`src/rtl/memory_interface_if.sv`:
```
// Memory bus bundle between the multicycle core's memory port and the memory.
// The master drives the request side; the slave returns ack and read data.
interface memory_interface_if;
    logic        bus_req;
    logic        bus_we;
    logic [31:0] bus_addr;
    logic [31:0] bus_wdata;
    logic [3:0]  bus_wstrb;
    logic        bus_ack;
    logic [31:0] bus_rdata;

    modport master (
        output bus_req,
        output bus_we,
        output bus_addr,
        output bus_wdata,
        output bus_wstrb,
        input  bus_ack,
        input  bus_rdata
    );

    modport slave (
        input  bus_req,
        input  bus_we,
        input  bus_addr,
        input  bus_wdata,
        input  bus_wstrb,
        output bus_ack,
        output bus_rdata
    );
endinterface

```
`src/rtl/memory_interface.sv`:
```
// Multicycle-core memory port: selects PC or ALU address, runs one req/ack
// bus transaction per request, owns IR and MDR, formats stores, extends loads
// and stalls the control FSM until the access is over.
module memory_interface #(
    parameter int TIMEOUT_CYCLES = 255
) (
    input  logic        clk,
    input  logic        reset,
    input  logic        memory_read,
    input  logic        memory_write,
    input  logic        lorD,
    input  logic        ir_write,
    input  logic [31:0] pc,
    input  logic [31:0] alu_out,
    input  logic [31:0] store_data,
    input  logic [2:0]  funct3,
    output logic        stall,
    output logic [31:0] instruction,
    output logic [31:0] mdr,
    output logic        misaligned,
    output logic        bus_error,
    memory_interface_if.master bus
);

    localparam int CW = $clog2(TIMEOUT_CYCLES + 1);

    localparam logic [1:0] SZ_B = 2'd0;
    localparam logic [1:0] SZ_H = 2'd1;
    localparam logic [1:0] SZ_W = 2'd2;

    typedef enum logic [1:0] {
        ST_IDLE = 2'd0,
        ST_REQ  = 2'd1,
        ST_DONE = 2'd2
    } state_e;

    // Byte enables for a store of the given size at the given byte offset.
    function automatic logic [3:0] wstrb_f(input logic [1:0] size, input logic [1:0] lo);
        case (size)
            SZ_B:    wstrb_f = 4'b0001 << lo;
            SZ_H:    wstrb_f = lo[1] ? 4'b1100 : 4'b0011;
            default: wstrb_f = 4'b1111;
        endcase
    endfunction

    // Store data replicated across every lane it could land in.
    function automatic logic [31:0] wdata_f(input logic [1:0] size, input logic [31:0] d);
        case (size)
            SZ_B:    wdata_f = {4{d[7:0]}};
            SZ_H:    wdata_f = {2{d[15:0]}};
            default: wdata_f = d;
        endcase
    endfunction

    // Pick the addressed lane from the read word and sign/zero extend it.
    function automatic logic [31:0] load_ext_f(input logic [31:0] rd, input logic [1:0] size,
                                               input logic uns, input logic [1:0] lo);
        logic [7:0]  b;
        logic [15:0] h;
        case (lo)
            2'd0:    b = rd[7:0];
            2'd1:    b = rd[15:8];
            2'd2:    b = rd[23:16];
            default: b = rd[31:24];
        endcase
        h = lo[1] ? rd[31:16] : rd[15:0];
        case (size)
            SZ_B:    load_ext_f = uns ? {24'h000000, b} : {{24{b[7]}}, b};
            SZ_H:    load_ext_f = uns ? {16'h0000, h}   : {{16{h[15]}}, h};
            default: load_ext_f = rd;
        endcase
    endfunction

    state_e      state_q, state_d;
    logic [CW-1:0] cnt_q, cnt_d;
    logic        bus_req_q, bus_req_d;
    logic        bus_we_q, bus_we_d;
    logic [31:0] bus_addr_q, bus_addr_d;
    logic [31:0] bus_wdata_q, bus_wdata_d;
    logic [3:0]  bus_wstrb_q, bus_wstrb_d;
    logic        misaligned_q, misaligned_d;
    logic        bus_error_q, bus_error_d;
    logic [31:0] ir_q, ir_d;
    logic [31:0] mdr_q, mdr_d;
    logic        fetch_q, fetch_d;
    logic [1:0]  size_q, size_d;
    logic        uns_q, uns_d;
    logic [1:0]  lo_q, lo_d;
    logic        stall_s;

    // Request decode: write beats read, a fetch is always a word access,
    // and funct3[1] set (lw and all undefined codes) means a word.
    logic        req_s;
    logic [31:0] addr_s;
    logic [1:0]  size_s;
    logic        fetch_s;
    logic        aligned_s;

    assign req_s     = memory_read | memory_write;
    assign addr_s    = lorD ? alu_out : pc;
    assign fetch_s   = ir_write & ~memory_write;
    assign size_s    = (fetch_s | funct3[1]) ? SZ_W : (funct3[0] ? SZ_H : SZ_B);
    assign aligned_s = (size_s == SZ_B) ? 1'b1 :
                       (size_s == SZ_H) ? ~addr_s[0] : (addr_s[1:0] == 2'b00);

    // Next-state and datapath update for the IDLE/REQ/DONE sequencer.
    always_comb begin
        state_d      = state_q;
        cnt_d        = cnt_q;
        bus_req_d    = bus_req_q;
        bus_we_d     = bus_we_q;
        bus_addr_d   = bus_addr_q;
        bus_wdata_d  = bus_wdata_q;
        bus_wstrb_d  = bus_wstrb_q;
        misaligned_d = 1'b0;
        bus_error_d  = 1'b0;
        ir_d         = ir_q;
        mdr_d        = mdr_q;
        fetch_d      = fetch_q;
        size_d       = size_q;
        uns_d        = uns_q;
        lo_d         = lo_q;
        stall_s      = 1'b0;
        case (state_q)
            ST_IDLE: begin
                stall_s = req_s;
                cnt_d   = '0;
                if (req_s) begin
                    fetch_d = fetch_s;
                    size_d  = size_s;
                    uns_d   = funct3[2];
                    lo_d    = addr_s[1:0];
                    if (aligned_s) begin
                        bus_req_d   = 1'b1;
                        bus_we_d    = memory_write;
                        bus_addr_d  = {addr_s[31:2], 2'b00};
                        bus_wdata_d = memory_write ? wdata_f(size_s, store_data) : 32'h00000000;
                        bus_wstrb_d = memory_write ? wstrb_f(size_s, addr_s[1:0]) : 4'b0000;
                        state_d     = ST_REQ;
                    end else begin
                        misaligned_d = 1'b1;
                        state_d      = ST_DONE;
                    end
                end else begin
                    state_d = ST_IDLE;
                end
            end
            ST_REQ: begin
                stall_s = 1'b1;
                if (bus.bus_ack) begin
                    if (bus_we_q) begin
                        mdr_d = mdr_q;
                    end else if (fetch_q) begin
                        ir_d = bus.bus_rdata;
                    end else begin
                        mdr_d = load_ext_f(bus.bus_rdata, size_q, uns_q, lo_q);
                    end
                    bus_req_d   = 1'b0;
                    bus_we_d    = 1'b0;
                    bus_wstrb_d = 4'b0000;
                    state_d     = ST_DONE;
                end else if (cnt_q == CW'(TIMEOUT_CYCLES - 1)) begin
                    bus_req_d   = 1'b0;
                    bus_we_d    = 1'b0;
                    bus_wstrb_d = 4'b0000;
                    bus_error_d = 1'b1;
                    state_d     = ST_DONE;
                end else begin
                    cnt_d = cnt_q + CW'(1);
                end
            end
            ST_DONE: begin
                stall_s = 1'b0;
                state_d = ST_IDLE;
            end
            default: begin
                state_d = ST_IDLE;
            end
        endcase
    end

    // State and datapath registers with synchronous reset; reset wins over
    // any ack arriving in the same cycle.
    always_ff @(posedge clk) begin
        if (reset) begin
            state_q      <= ST_IDLE;
            cnt_q        <= '0;
            bus_req_q    <= 1'b0;
            bus_we_q     <= 1'b0;
            bus_addr_q   <= 32'h00000000;
            bus_wdata_q  <= 32'h00000000;
            bus_wstrb_q  <= 4'b0000;
            misaligned_q <= 1'b0;
            bus_error_q  <= 1'b0;
            ir_q         <= 32'h00000013;
            mdr_q        <= 32'h00000000;
            fetch_q      <= 1'b0;
            size_q       <= SZ_W;
            uns_q        <= 1'b0;
            lo_q         <= 2'b00;
        end else begin
            state_q      <= state_d;
            cnt_q        <= cnt_d;
            bus_req_q    <= bus_req_d;
            bus_we_q     <= bus_we_d;
            bus_addr_q   <= bus_addr_d;
            bus_wdata_q  <= bus_wdata_d;
            bus_wstrb_q  <= bus_wstrb_d;
            misaligned_q <= misaligned_d;
            bus_error_q  <= bus_error_d;
            ir_q         <= ir_d;
            mdr_q        <= mdr_d;
            fetch_q      <= fetch_d;
            size_q       <= size_d;
            uns_q        <= uns_d;
            lo_q         <= lo_d;
        end
    end

    assign stall         = stall_s;
    assign instruction   = ir_q;
    assign mdr           = mdr_q;
    assign misaligned    = misaligned_q;
    assign bus_error     = bus_error_q;
    assign bus.bus_req   = bus_req_q;
    assign bus.bus_we    = bus_we_q;
    assign bus.bus_addr  = bus_addr_q;
    assign bus.bus_wdata = bus_wdata_q;
    assign bus.bus_wstrb = bus_wstrb_q;

endmodule

```
`src/flat_wrapper.sv`:
```
// flat-port wrapper written by rule: the top's interface ports become plain ports
module memory_interface_flat 
#(
    parameter int TIMEOUT_CYCLES = 255
)
  (clk, reset, memory_read, memory_write, lorD, ir_write, pc, alu_out, store_data, funct3, stall, instruction, mdr, misaligned, bus_error, bus_bus_req, bus_bus_we, bus_bus_addr, bus_bus_wdata, bus_bus_wstrb, bus_bus_ack, bus_bus_rdata);
  memory_interface_if bus_i ();
  input  logic clk;
  input  logic reset;
  input  logic memory_read;
  input  logic memory_write;
  input  logic lorD;
  input  logic ir_write;
  input  logic [31:0] pc;
  input  logic [31:0] alu_out;
  input  logic [31:0] store_data;
  input  logic [2:0] funct3;
  output logic stall;
  output logic [31:0] instruction;
  output logic [31:0] mdr;
  output logic misaligned;
  output logic bus_error;
  output wire logic [$bits(bus_i.bus_req)-1:0] bus_bus_req;
  output wire logic [$bits(bus_i.bus_we)-1:0] bus_bus_we;
  output wire logic [$bits(bus_i.bus_addr)-1:0] bus_bus_addr;
  output wire logic [$bits(bus_i.bus_wdata)-1:0] bus_bus_wdata;
  output wire logic [$bits(bus_i.bus_wstrb)-1:0] bus_bus_wstrb;
  input wire logic [$bits(bus_i.bus_ack)-1:0] bus_bus_ack;
  input wire logic [$bits(bus_i.bus_rdata)-1:0] bus_bus_rdata;
  assign bus_bus_req = bus_i.bus_req;
  assign bus_bus_we = bus_i.bus_we;
  assign bus_bus_addr = bus_i.bus_addr;
  assign bus_bus_wdata = bus_i.bus_wdata;
  assign bus_bus_wstrb = bus_i.bus_wstrb;
  assign bus_i.bus_ack = bus_bus_ack;
  assign bus_i.bus_rdata = bus_bus_rdata;
  memory_interface #(.TIMEOUT_CYCLES(TIMEOUT_CYCLES)) u_core (.clk(clk), .reset(reset), .memory_read(memory_read), .memory_write(memory_write), .lorD(lorD), .ir_write(ir_write), .pc(pc), .alu_out(alu_out), .store_data(store_data), .funct3(funct3), .stall(stall), .instruction(instruction), .mdr(mdr), .misaligned(misaligned), .bus_error(bus_error), .bus(bus_i));
endmodule
```
`config.mk`:
```
export PLATFORM = sky130hd
export DESIGN_NAME = memory_interface_flat
export DESIGN_NICKNAME = d
export VERILOG_FILES = /design/src/rtl/memory_interface_if.sv /design/src/rtl/memory_interface.sv /design/src/flat_wrapper.sv
export SDC_FILE = /design/constraint.sdc
export NUM_CORES = 1
export LEC_CHECK = 0
export BUFFER_PORTS_ARGS = -buffer_cell sky130_fd_sc_hd__buf_2
export CAP_MARGIN = 40
export CORE_MARGIN = 2
export CORE_UTILIZATION = 43
export CTS_CLUSTER_SIZE = 12
export DETAILED_ROUTE_END_ITERATION = 16
export MAX_ROUTING_LAYER = met4
export PLACE_DENSITY = 0.87
export SETUP_SLACK_MARGIN = 0.5
export SLEW_MARGIN = 15
export SYNTH_ARGS = -nofsm -noshare
export SYNTH_HDL_FRONTEND = slang
export SYNTH_SLANG_ARGS = --single-unit
```
`constraint.sdc`:
```
create_clock -name clk -period 1.8 [get_ports clk]
set_input_delay 0.18 -clock clk [delete_from_list [all_inputs] [get_ports clk]]
set_output_delay 0.18 -clock clk [all_outputs]
set_load 0.01 [all_outputs]
```
# Word-level counts from Yosys, hierarchy flattened
# Index checks and enable logic that the tools add are counted.
[word_totals] register_bits=150 in_bits=138 output_inout_bits=137 wordCells=91
[classes] addsub=1 n_eq_ne=11 shifts=1 mux=39 n_bitwise=10 reduce_logical=14
[ops] cell="2-to-1 mux 32 bit" n=4
[ops] cell="case mux 32 bit (2 select lines)" n=2
[ops] cell="2-to-1 mux 4 bit" n=6
[ops] cell="case mux 8 bit (3 select lines)" n=1
[ops] cell="2-to-1 mux 16 bit" n=1
[ops] cell="2-to-1 mux 8 bit" n=2
[ops] cell="case mux 4 bit (2 select lines)" n=2
[ops] cell="case mux 8 bit (2 select lines)" n=1
[ops] cell="AND reduction 4 bit" n=3
[ops] cell="2-to-1 mux 1 bit" n=11
[ops] cell="logical NOT 2 bit" n=5
[ops] cell="2-to-1 mux 2 bit" n=5
[ops] cell="adder 8 x 1 -> 8 bit (second input constant)" n=1
[ops] cell="== test 2 x 1 -> 1 bit (second input constant)" n=4
[ops] cell="== test 8 bit (second input constant)" n=1
[ops] cell="inverter 1 bit" n=7
[ops] cell="case mux 1 bit (2 select lines)" n=3
[ops] cell="AND reduction 3 bit" n=2
[ops] cell="OR reduction 3 bit" n=2
[ops] cell="inequality test 2 x 1 -> 1 bit (second input constant)" n=2
[ops] cell="inequality test 2 bit (second input constant)" n=2
[ops] cell="case mux 2 bit (2 select lines)" n=1
[ops] cell="left shift 1 x 2 -> 4 bit (first input constant)" n=1
[ops] cell="inequality test 3 x 2 -> 1 bit (second input constant)" n=1
[ops] cell="other kinds (5)" n=6

# Depth between registers and ports, before layout
[depth] depth_word=10 depth_mapped=8 ltp_nobuf=7

# Worst setup path after synthesis
# No wires, ideal clock.
[synth_path] path_type="register -> register" from="register u_core.cnt_q[0]" to="register u_core.cnt_q[7]" setup_ps=121 arrival_time_ps=1643 required_ps=1679 path_slack_ps=36 stages_incl_launch_ff=8 path_buffers=0 synth_period_minus_slack_ps=1764 cell_sequence="dfxtp_1 inv_1 ha_1 and4_1 a221o_1 nor4_1 xnor2_1 nor2_1"
[synth_via] elab_chain_len=4 elab_cells_between_ends=7 cone_classes="add/sub: 1; eq/ne: 2; mux: 3; reduce/logical: 1"
[synth_lines] element="from (decl)" line="memory_interface.sv:75" source="logic [CW-1:0] cnt_q, cnt_d;"
[synth_lines] element="from (signal assigned)" line="memory_interface.sv:203" source="cnt_q <= cnt_d;"
[synth_lines] element="adder 8 x 1 -> 8 bit" line="memory_interface.sv:169" source="cnt_d = cnt_q + CW'(1);"
[synth_lines] element="2-to-1 mux 8 bit" line="memory_interface.sv:162" source="end else if (cnt_q == CW'(TIMEOUT_CYCLES - 1)) begin"
[synth_lines] element="2-to-1 mux 8 bit" line="memory_interface.sv:150" source="if (bus.bus_ack) begin"
[synth_lines] element="case mux 8 bit (2 select lines)" line="memory_interface.sv:124" source="case (state_q)"
# Parallel ways exist; a longest one is shown, timed or not. The select of a mux whose other input is x is not followed.
# A chain may end at the register's enable or synchronous reset.

# Worst setup path after layout
[layout_path] from="register u_core.lo_q[0]" to="register u_core.mdr_q[11], in the netlist u_core.mdr[11]"
[layout_via] elab_chain_len=4 elab_cells_between_ends=6 cone_classes="eq/ne: 2; mux: 3; reduce/logical: 1"
[layout_lines] element="from (decl)" line="memory_interface.sv:88" source="logic [1:0] lo_q, lo_d;"
[layout_lines] element="from (signal assigned)" line="memory_interface.sv:216" source="lo_q <= lo_d;"
[layout_lines] element="== test 2 bit (tied with other cells)" line="memory_interface.sv:60" source="case (lo)"
[layout_lines] element="case mux 8 bit (3 select lines) *" line="memory_interface.sv:60"
[layout_lines] element="2-to-1 mux 32 bit *" line="memory_interface.sv:68" source="SZ_B: load_ext_f = uns ? {24'h000000, b} : {{24{b[7]}}, b};"
[layout_lines] element="case mux 32 bit (2 select lines) *" line="memory_interface.sv:67" source="case (size)"
[layout_lines] element="to (signal assigned)" line="memory_interface.sv:212" source="mdr_q <= mdr_d;"
[layout_lines] element="to (decl)" line="memory_interface.sv:84" source="logic [31:0] mdr_q, mdr_d;"
# Every way passes the cells marked *; elsewhere a longest branch is shown, timed or not.

==> out/metrics.yaml <==
status:
  outcome: "complete, no violations"
hold_path:
  worstHoldPathType: "input port to flip-flop"
  hold_depth: 3
  holdPathEnd: "u_core.uns_q"
  min_from: "funct3[2]"
synthesis:
  synthXorXnorAreaFrac: 0.00938
  synth_top_family_by_area: "compound AO/OA/AOI/OAI gates"
  synth_common_cells: "150 x dfxtp_1, 110 x nand2_1, 87 x nor2_1, 61 x a21oi_1, 57 x a211oi_1"
  ys_async_sr_fraction: 0
  synthCells: 760
  yosysUniqueCellTypes: 49
  synth.most_common_cell: "dfxtp_1"
  synthTopCellsByArea: "dfxtp_1 46%, mux2i_1 7.0%, a211oi_1 6.5%, nand2_1 6.3%, nor2_1 5.0%"
  synth_compound_area_frac: 0.198
  synthAdderAreaFrac: 0.00383
  yosys.area.top_type_share: 0.460
  synth_area_per_cell_um2: 8.60
  synth-simple-area-share: 0.186
  ys_warn_count: 0
  yosys.area.top_type: "dfxtp_1"
  synth_edf_count: 0
  synth_flop_cell: "dfxtp_1"
  ys_seq_elements: 150
  synthMuxAreaShare: 0.0952
  ys_seq_area_frac: 0.460
  syn_area_um2: 6530
finish:
  drive_gt1_frac: 0.545
  final_nets: 1239
  syn_to_final_growth_pct: 67.3
  n_fill_cell: 942
pwr:
  irDropWorstVdd_mv: 0.797
  cellPowerDensity_nw_per_um2: 917
  leakagePower_nw: 4.74
  fin_total_pwr_w: 0.0100
die:
  die_h_um: 127
  dieArea_um2: 16200
  start_util: 0.435
  row_count: 45
  io_pins: 275
  die_x_um: 127
  design.core.area_um2: 15000
critical_path:
  start_kind: "flip-flop"
  reg2reg_to: "u_core.mdr[11]"
  r2r_cells: 6
  required_ns: 2.08
  cp-startpoint: "u_core.lo_q[0]"
  timing.rr.start: "u_core.lo_q[0]"
  crit_path_end_kind: "flip-flop"
  worst-setup-path-type: "flip-flop to flip-flop"
  crit_fanout: 8
  r2r_slack_ns: 0.05
  cp.arrival_ns: 2.03
routing:
  wl_mm: 29.8
  wl_met1_mm: 10.5
  top_layer: "met4"
  drt_iter0_drc: 963
  drtPass1Iterations: 5
  ant_nets: 0
  route.met3.wl_mm: 3.16
  wl_per_cell_um: 22.9
  met2_length_mm: 13.8
  post-route-drc-count: 0
  via_count: 8014
  via_per_inst: 6.16
clock_network:
  cts_sinks: 150
  root_buffer: "clkbuf_16"
  cts_tree: "yes"
  clk_latency_ns: 0.43
  h-tree-depth: 4
  clk_pin_slew_ns: 0.07
  cts_made_buffers: 17
  clockBufferDepth: 2
timing:
  fmax_ghz: 0.573
  worst_slew_pin_slew_ns: 0.796
  worst_slack_ns: 0.0538
  finalSetupTns_ns: 0
  min_period_ns: 1.75
  hold_slack_ns: 0.0116
  slew_headroom: 0.469
  fin_skew_ns: 0.0118
  rsz0062_at_grt: "yes"
  finalMaxSlewViolations: 0
  finalSetupViolations: 0
  fin_crit_sh: 0.970
  hold_violations: 0
placement:
  portBuffers: 272
  place.gp.congestion: 0.943
  dp_worst_setup_slack_ns: -0.0360
  dp_hpwl_mm: 14.8
global_routing:
  grt_pass1_wl_mm: 38.2
  overflow: 0
  grt_pass1_vias: 7079
  grt_antenna_before_repair: 2
  grtUsageTotal: 0.310
  grt_max_degree: 63
run:
  drv.max_cap_violation_count: 0
==> sequential cells by signal, indices dropped and copies added (netlist names) <==
| signal | count |
|---|---|
| u_core.instruction | 32 |
| u_core.misaligned | 1 |
| u_core.bus_error | 1 |
| u_core.bus.bus_wdata | 32 |
| u_core.bus.bus_we | 1 |
| u_core.bus.bus_wstrb | 4 |
| u_core.bus.bus_req | 1 |
| u_core.cnt_q | 8 |
| u_core.mdr | 32 |
| u_core.lo_q | 2 |
| u_core.fetch_q | 1 |
| u_core.bus.bus_addr | 30 |
| u_core.uns_q | 1 |
| u_core.state_q | 2 |
| u_core.size_q | 2 |
==> power breakdown <==
group | switching [W] | total [W] | internal, W
clock | 0.00146 | 0.00359 | 0.00213
combinational | 0.00145 | 0.00273 | 0.00128
sequential | 0.000169 | 0.00371 | 0.00354
==> logic make-up (layout without fill, tap and decap cells) <==
kind of cell,count (synthesis),count (layout)
other cells,1,5
buf+inv,73,423
mux,59,59
fa+ha+maj,2,2
flops,150,150
simple gates,273,273
xor+xnor,7,7
compound gates,195,195
==> worst max-delay path, cell delays in order, from the launching register on <==
cell	delay, ns
dfxtp_4	0.36
mux4_2	0.55
nand2b_4	0.12
o31ai_4	0.06
buf_6	0.16
a221oi_2	0.26
nor3_1	0.08
==> layer usage <==
metal,vias to the layer above,global-route usage
met2,698,0.502
li1,3383,-
met4,0,0.178
met3,252,0.0645
met5,-,-
met1,3681,0.357
==> stage by stage <==
stage / utilization / cell area, um^2 / std cells
after floorplan: - / 6940 / 761
after global placement: 0.563 / 8460 / 1190
after detailed placement: 0.563 / 8460 / 1190
after CTS: 0.658 / 9890 / 1264
after global routing: 0.727 / 10900 / 1301
final: 0.727 / 10900 / 1302
==> cell type report <==
| type | instances | area, um^2 | area share |
|---|---|---|---|
| repair buffers | 382 | 2830 | 0.259 |
| well taps | 188 | 235 | 0.0215 |
| inverters | 10 | 37.5 | 0.00343 |
| flip-flops and latches | 150 | 3030 | 0.277 |
| diodes | 3 | 7.51 | 0.000687 |
| clock inverters | 9 | 101 | 0.00927 |
| multi-input cells | 538 | 4220 | 0.386 |
| clock buffers | 22 | 474 | 0.0434 |
==> repair_timing <==
action	4_1_cts	5_1_grt
setup buffers	31	25
hold buffers	2	0
endpoints found under the setup margin	145	148
hold endpoints to repair	2	0
gates resized for setup	83	164
pin swaps	41	93
cloned	10	10
==> layout by cell type, fill, tap and decap left out, types with 7 or more instances in the layout <==
cell	n
nand3_4	8
mux2_2	10
buf_16	8
clkbuf_16	25
buf_6	28
nand2_4	11
nand3b_1	21
nor2_2	12
buf_12	14
nand3_2	9
nand2_2	8
buf_2	270
a21oi_1	37
o21ai_2	12
o21ai_0	17
nor3_1	8
nand2_1	90
dfxtp_2	10
buf_8	7
nor2_4	9
nor2_1	66
a211oi_1	25
buf_4	45
a211oi_2	30
inv_1	9
a31oi_1	7
a21oi_2	23
dfxtp_1	136
mux2i_1	46
==> how the worst max path moves through the flow <==
| stage | endpoint | slack, ns | depth (start not counted) |
|---|---|---|---|
| floorplan | u_core.bus.bus_wstrb[1] | 0.18 | 6 |
| global placement | u_core.bus.bus_addr[20] | 0.04 | 8 |
| detailed placement | u_core.bus.bus_addr[19] | -0.04 | 8 |
| CTS | u_core.mdr[10] | 0.15 | 6 |
| global route | u_core.mdr[10] | 0.02 | 6 |
| finish | u_core.mdr[11] | 0.05 | 6 |
No activity file was read; power rests on OpenSTA's default activity.
